### src/rtl/mem_types_pkg.sv
// Shared memory-interface types for the icache / backing-RAM path.
// Holds the block and word types, plus the FSM encoding and timeout-counter width for imem_responder.
package mem_types_pkg;

    typedef logic [28:0] block_addr_t;
    typedef logic [31:0] word_t;

    typedef enum logic [2:0] {
        IDLE = 3'd0,
        RD0  = 3'd1,
        RD1  = 3'd2,
        RESP = 3'd3,
        PF0  = 3'd4,
        PF1  = 3'd5
    } imem_resp_state_t;

    localparam int IMEM_RESP_TIMEOUT_W = 8;

    // Block addresses wrap modulo 2^29, so 0x1FFFFFFF is followed by 0.
    function automatic block_addr_t next_block(input block_addr_t blk);
        return blk + 1'b1;
    endfunction

    function automatic word_t word_byte_addr(input block_addr_t blk, input logic off);
        return {blk, off, 2'b00};
    endfunction

endpackage

### src/rtl/imem_responder.sv
// Memory-side responder for icache block reads: two RAM word reads per block, one registered imem_hit.
// Optional next-block prefetch buffer is enabled by defining IMEM_PREFETCH_EN.
module imem_responder
    import mem_types_pkg::*;
#(
    parameter int RAM_TIMEOUT = 255
) (
    input  logic             CLK,
    input  logic             RST,
    output logic             DUT_error,
    input  logic             imem_REN,
    input  logic [28:0]      imem_block_addr,
    output logic             imem_hit,
    output logic [1:0][31:0] imem_load,
    output logic             ram_REN,
    output logic [31:0]      ram_addr,
    input  logic             ram_ready,
    input  logic [31:0]      ram_load
);

    localparam logic [IMEM_RESP_TIMEOUT_W-1:0] TMO_LAST = IMEM_RESP_TIMEOUT_W'(RAM_TIMEOUT - 1);
    localparam logic [IMEM_RESP_TIMEOUT_W-1:0] TMO_SAT  = '1;

    imem_resp_state_t                 state_reg, state_next;
    block_addr_t                      addr_reg, addr_next;
    word_t                            word0_reg, word0_next;
    logic                             abort_reg, abort_next;
    logic [IMEM_RESP_TIMEOUT_W-1:0]   tmo_cnt_reg, tmo_cnt_next;
    logic                             err_reg, err_next;
    logic                             hit_reg, hit_next;
    logic [1:0][31:0]                 load_reg, load_next;
    logic                             req_changed;

`ifdef IMEM_PREFETCH_EN
    logic                             pf_valid_reg, pf_valid_next;
    block_addr_t                      pf_addr_reg, pf_addr_next;
    logic [1:0][31:0]                 pf_block_reg, pf_block_next;
    logic                             pf_conflict;

    // Any live request for a block other than the one being prefetched kills the prefetch.
    assign pf_conflict = imem_REN && (imem_block_addr != pf_addr_reg);
`endif

    assign req_changed = !imem_REN || (imem_block_addr != addr_reg);

    assign DUT_error = err_reg;
    assign imem_hit  = hit_reg;
    assign imem_load = load_reg;

    always_comb begin
        ram_REN  = 1'b0;
        ram_addr = '0;
        case (state_reg)
            RD0: begin
                ram_REN  = 1'b1;
                ram_addr = word_byte_addr(addr_reg, 1'b0);
            end
            RD1: begin
                ram_REN  = 1'b1;
                ram_addr = word_byte_addr(addr_reg, 1'b1);
            end
`ifdef IMEM_PREFETCH_EN
            PF0: begin
                ram_REN  = 1'b1;
                ram_addr = word_byte_addr(pf_addr_reg, 1'b0);
            end
            PF1: begin
                ram_REN  = 1'b1;
                ram_addr = word_byte_addr(pf_addr_reg, 1'b1);
            end
`endif
            default: begin
                ram_REN  = 1'b0;
                ram_addr = '0;
            end
        endcase
    end

    always_comb begin
        state_next   = state_reg;
        addr_next    = addr_reg;
        word0_next   = word0_reg;
        abort_next   = abort_reg;
        hit_next     = 1'b0;
        load_next    = '0;
        err_next     = 1'b0;
        tmo_cnt_next = '0;
`ifdef IMEM_PREFETCH_EN
        pf_valid_next = pf_valid_reg;
        pf_addr_next  = pf_addr_reg;
        pf_block_next = pf_block_reg;
`endif

        // Stall counter saturates, so a stuck RAM yields exactly one error pulse per word.
        if (ram_REN && !ram_ready) begin
            tmo_cnt_next = (tmo_cnt_reg == TMO_SAT) ? tmo_cnt_reg : tmo_cnt_reg + 1'b1;
            err_next     = (tmo_cnt_reg == TMO_LAST);
        end

        case (state_reg)
            IDLE: begin
`ifdef IMEM_PREFETCH_EN
                if (imem_REN && pf_valid_reg && (imem_block_addr == pf_addr_reg)) begin
                    hit_next      = 1'b1;
                    load_next     = pf_block_reg;
                    pf_valid_next = 1'b0;
                    pf_addr_next  = next_block(pf_addr_reg);
                    state_next    = PF0;
                end else
`endif
                if (imem_REN) begin
                    addr_next  = imem_block_addr;
                    abort_next = 1'b0;
                    state_next = RD0;
                end
            end
            RD0: begin
                if (req_changed) begin
                    abort_next = 1'b1;
                end
                if (ram_ready) begin
                    if (abort_reg || req_changed) begin
                        abort_next = 1'b0;
                        state_next = IDLE;
                    end else begin
                        word0_next = ram_load;
                        state_next = RD1;
                    end
                end
            end
            RD1: begin
                if (req_changed) begin
                    abort_next = 1'b1;
                end
                if (ram_ready) begin
                    if (abort_reg || req_changed) begin
                        abort_next = 1'b0;
                        state_next = IDLE;
                    end else begin
                        hit_next   = 1'b1;
                        load_next  = {ram_load, word0_reg};
                        state_next = RESP;
                    end
                end
            end
            RESP: begin
`ifdef IMEM_PREFETCH_EN
                pf_valid_next = 1'b0;
                pf_addr_next  = next_block(addr_reg);
                state_next    = PF0;
`else
                state_next    = IDLE;
`endif
            end
`ifdef IMEM_PREFETCH_EN
            PF0, PF1: begin
                if (pf_conflict) begin
                    abort_next = 1'b1;
                end
                if (ram_ready) begin
                    if (abort_reg || pf_conflict) begin
                        // The in-flight word is done; hand the real request straight to RD0.
                        abort_next    = 1'b0;
                        pf_valid_next = 1'b0;
                        if (imem_REN) begin
                            addr_next  = imem_block_addr;
                            state_next = RD0;
                        end else begin
                            state_next = IDLE;
                        end
                    end else if (state_reg == PF0) begin
                        pf_block_next[0] = ram_load;
                        state_next       = PF1;
                    end else begin
                        pf_block_next[1] = ram_load;
                        pf_valid_next    = 1'b1;
                        state_next       = IDLE;
                    end
                end
            end
`endif
            default: begin
                err_next   = 1'b1;
                abort_next = 1'b0;
                state_next = IDLE;
            end
        endcase
    end

    always_ff @(posedge CLK) begin
        if (RST) begin
            state_reg   <= IDLE;
            addr_reg    <= '0;
            word0_reg   <= '0;
            abort_reg   <= 1'b0;
            tmo_cnt_reg <= '0;
            err_reg     <= 1'b0;
            hit_reg     <= 1'b0;
            load_reg    <= '0;
        end else begin
            state_reg   <= state_next;
            addr_reg    <= addr_next;
            word0_reg   <= word0_next;
            abort_reg   <= abort_next;
            tmo_cnt_reg <= tmo_cnt_next;
            err_reg     <= err_next;
            hit_reg     <= hit_next;
            load_reg    <= load_next;
        end
    end

`ifdef IMEM_PREFETCH_EN
    always_ff @(posedge CLK) begin
        if (RST) begin
            pf_valid_reg <= 1'b0;
            pf_addr_reg  <= '0;
            pf_block_reg <= '0;
        end else begin
            pf_valid_reg <= pf_valid_next;
            pf_addr_reg  <= pf_addr_next;
            pf_block_reg <= pf_block_next;
        end
    end
`endif

endmodule

### config.mk
export PLATFORM = sky130hd
export DESIGN_NAME = imem_responder
export DESIGN_NICKNAME = d
export VERILOG_FILES = /design/src/rtl/mem_types_pkg.sv /design/src/rtl/imem_responder.sv
export SDC_FILE = /design/constraint.sdc
export NUM_CORES = 1
export LEC_CHECK = 0
export CAP_MARGIN = 40
export CORE_ASPECT_RATIO = 0.8
export CORE_MARGIN = 3
export CORE_UTILIZATION = 40
export DETAILED_ROUTE_END_ITERATION = 10
export PLACE_DENSITY_LB_ADDON = 0.15
export SLEW_MARGIN = 20
export SYNTH_ARGS = -nofsm -noshare
export SYNTH_HDL_FRONTEND = slang
export SYNTH_SLANG_ARGS = --single-unit
### constraint.sdc
create_clock -name CLK -period 2.15 [get_ports CLK]
set_input_delay 0.43 -clock CLK [delete_from_list [all_inputs] [get_ports CLK]]
set_output_delay 0.43 -clock CLK [all_outputs]
set_load 0.01 [all_outputs]
==> results.tsv <==
metric	value	unit
RSZ-0062 raised after global routing	true	
Slew @ Worst Pin	0.523	ns
WHS	0.326	ns
WP buf/inv	4	
Setup crit start kind	flip-flop	
synthesis-to-finish area growth	56.0	%
worst skew pair latency	0.41	ns
Final GP Congestion	0.808	
top cells by count, synth	dfxtp_1, and2_1, a21oi_1, nand2_1, nand4_1	
Hold Path Depth	3	
die area	14800	um2
Clock Skew	0.00830	ns
DRT Pass-1 Iters	4	
most numerous cell in the Yosys netlist	dfxtp_1	
setup TNS	-0.604	ns
Post-Layout Inst Area	8340	um2
# clock sinks	138	
Routed WL	15.9	mm
CP Max Fanout	5	
synthesized instance count	576	
Syn Std Cell Area	5350	um2
hpwl dp	9.70	mm
post-layout util	0.643	
final antenna-violating net count	0	
Final Cycle Share	1.02	
Post-DP Area	7280	um2
Critical Path AT	1.77	ns
Vias	4782	
hold_buf cts	0	
cell count along the critical path	7	
CP delay by family, top	buffers and inverters	
Largest stage delay, worst path	0.37	ns
number of register bits inferred by synthesis	138	
total of warnings raised by yosys	0	
ys flop type	dfxtp_1	
leakage	0.00323	uW
Avg Inst Size Synth	9.28	um2
violated checks	negative setup slack	
top-area cell type share of the netlist area	0.517	
Seq/Total Area, Yosys	0.517	
worst vdd ir	525	uV
max reg flops	64	
CTS root buffer	clkbuf_16	
Die Span Y	109	um
routed length per instance	16.9	um
Fmax achieved	0.455	GHz
total grt overflow	0	
port buffer count	161	
layout cell share with drive strength beyond 1	0.215	
hold crit path type	in2reg	
crit-path cells	inv_4 -> ha_4 -> nor2b_4 -> buf_6 -> buf_6 -> and2_4 -> buf_6	
clock slew at reported path FFs	0.06	ns
CTS tree	built	
Clock Tree Buf Depth	2	
final setup fails	18	
R2R cell count	7	
Final Hold Fails	0	
Starting Density	0.412	
Critical Path RT	1.72	ns
max_cap viols	0	
# DRC	0	
crit end category	output pin	
row count	37	
area of the core	13000	um2
largest net degree at the start of global routing	66	
filler instances	1052	
min Tclk post-route	2.20	ns
DR iter-0 viols	215	
Slew Viols, Final	0	
via/cell ratio	5.07	
Die Wd	135	um
Post-Place Worst Slack	-0.393	ns
gr usage total	0.198	
clock buffer count from CTS	17	
vias in the first global route	4642	
PwrDens	751	nW/um2
antenna violations before repair	0	
nets	826	
Crit-path slowest cell	dfxtp_4	
most frequent CP cell	buf_6	
H-tree levels	4	
Yosys cell types	40	
kind of critical path	reg2out	
area leader, netlist	dfxtp_1	
IO Count	164	
status	complete, but fails checks	
Antenna diodes	0	
Synth area leaders	dfxtp_1, and2_1, a21oi_1	
EDFF count, synth	0	
Post-synth ARST share	0	
first-pass GRT wire length	23.5	mm
Worst Slack Setup Final	-0.0455	ns
Max-Slew Margin vs Limit	0.651	
-- where the power goes --
| group | internal [uW] | total [uW] | switching, uW | leakage (uW) |
|---|---|---|---|---|
| sequential | 2610 | 2660 | 46.5 | 0.00112 |
| combinational | 311 | 607 | 296 | 0.00183 |
| clock | 1870 | 3000 | 1130 | 0.000281 |
| total | 4790 | 6260 | 1470 | 0.00323 |
-- worst register-to-register path, cell delays in order, from the launching register on --
cell and delay, ns:
dfxtp_1 0.38, inv_1 0.05, a222oi_1 0.39, nand3_1 0.24, nor4_4 0.34, buf_4 0.19, clkbuf_16 0.17, and2_1 0.16
-- cell usage in the layout (no fill, tap or decap), types with 9 or more instances in the layout --
master           count
a21oi_1             65
and2_1              77
and2_4              18
buf_2               12
buf_4               25
buf_6               28
clkbuf_16           20
clkdlybuf4s50_1    127
dfxtp_1            136
nand2_1             63
nand4_1             33
nor2_1              10
o31ai_1              9
o31ai_2             22
xor2_1              26
-- area by class of cell --
cell class              instances  area (um2)  share of cell area
well taps                     175         219              0.0263
flip-flops and latches        138        2770               0.332
clock inverters                12         165              0.0198
repair buffers                206        2090               0.251
multi-input cells             386        2620               0.315
inverters                       6        25.0             0.00300
clock buffers                  20         447              0.0536
-- timing repair --
item,CTS,global route
setup buffers,3,5
pin swaps,3,6
gates resized for setup,180,36
endpoints found under the setup margin,32,115
cloned,3,4
-- through the flow --
| step | cells | total power [uW] |
|---|---|---|
| final | 943 | 6260 |
| after global routing | 943 | 6460 |
| after CTS | 934 | 6290 |
| after detailed placement | 896 | 3240 |
| after global placement | 896 | 3230 |
| after floorplan | 577 | 2950 |
-- layer usage --
| metal | part of all wire | global-route usage |
|---|---|---|
| met4 | 0.0060 | 0.0504 |
| met5 | 0 | 0 |
| met3 | 0.066 | 0.0608 |
| met2 | 0.50 | 0.341 |
| met1 | 0.43 | 0.245 |
-- final timing paths --
kind,startpoint,to,slack (ns)
worst max-delay path,state_reg[1]$_SDFFE_PP0P_,ram_addr[30],-0.05
worst min-delay path,imem_block_addr[5],addr_reg[5]$_SDFFE_PP0P_,0.33
worst max register to register,addr_reg[2]$_SDFFE_PP0P_,imem_load[21]$_SDFF_PP0_,0.17
worst min register to register,word0_reg[13]$_SDFFE_PP0P_,imem_load[13]$_SDFF_PP0_,0.46
-- cells by family (layout without fill, tap and decap cells) --
group | after synthesis | in the layout | share of synthesized area
buf+inv | 53 | 244 | 0.0417
flops | 138 | 138 | 0.517
fa+ha+maj | 6 | 6 | 0.0140
simple gates | 239 | 239 | 0.254
other cells | 1 | 2 | 0.000702
compound gates | 109 | 109 | 0.124
mux | 1 | 1 | 0.00187
xor+xnor | 29 | 29 | 0.0475
No activity file was read; power rests on OpenSTA's default activity.
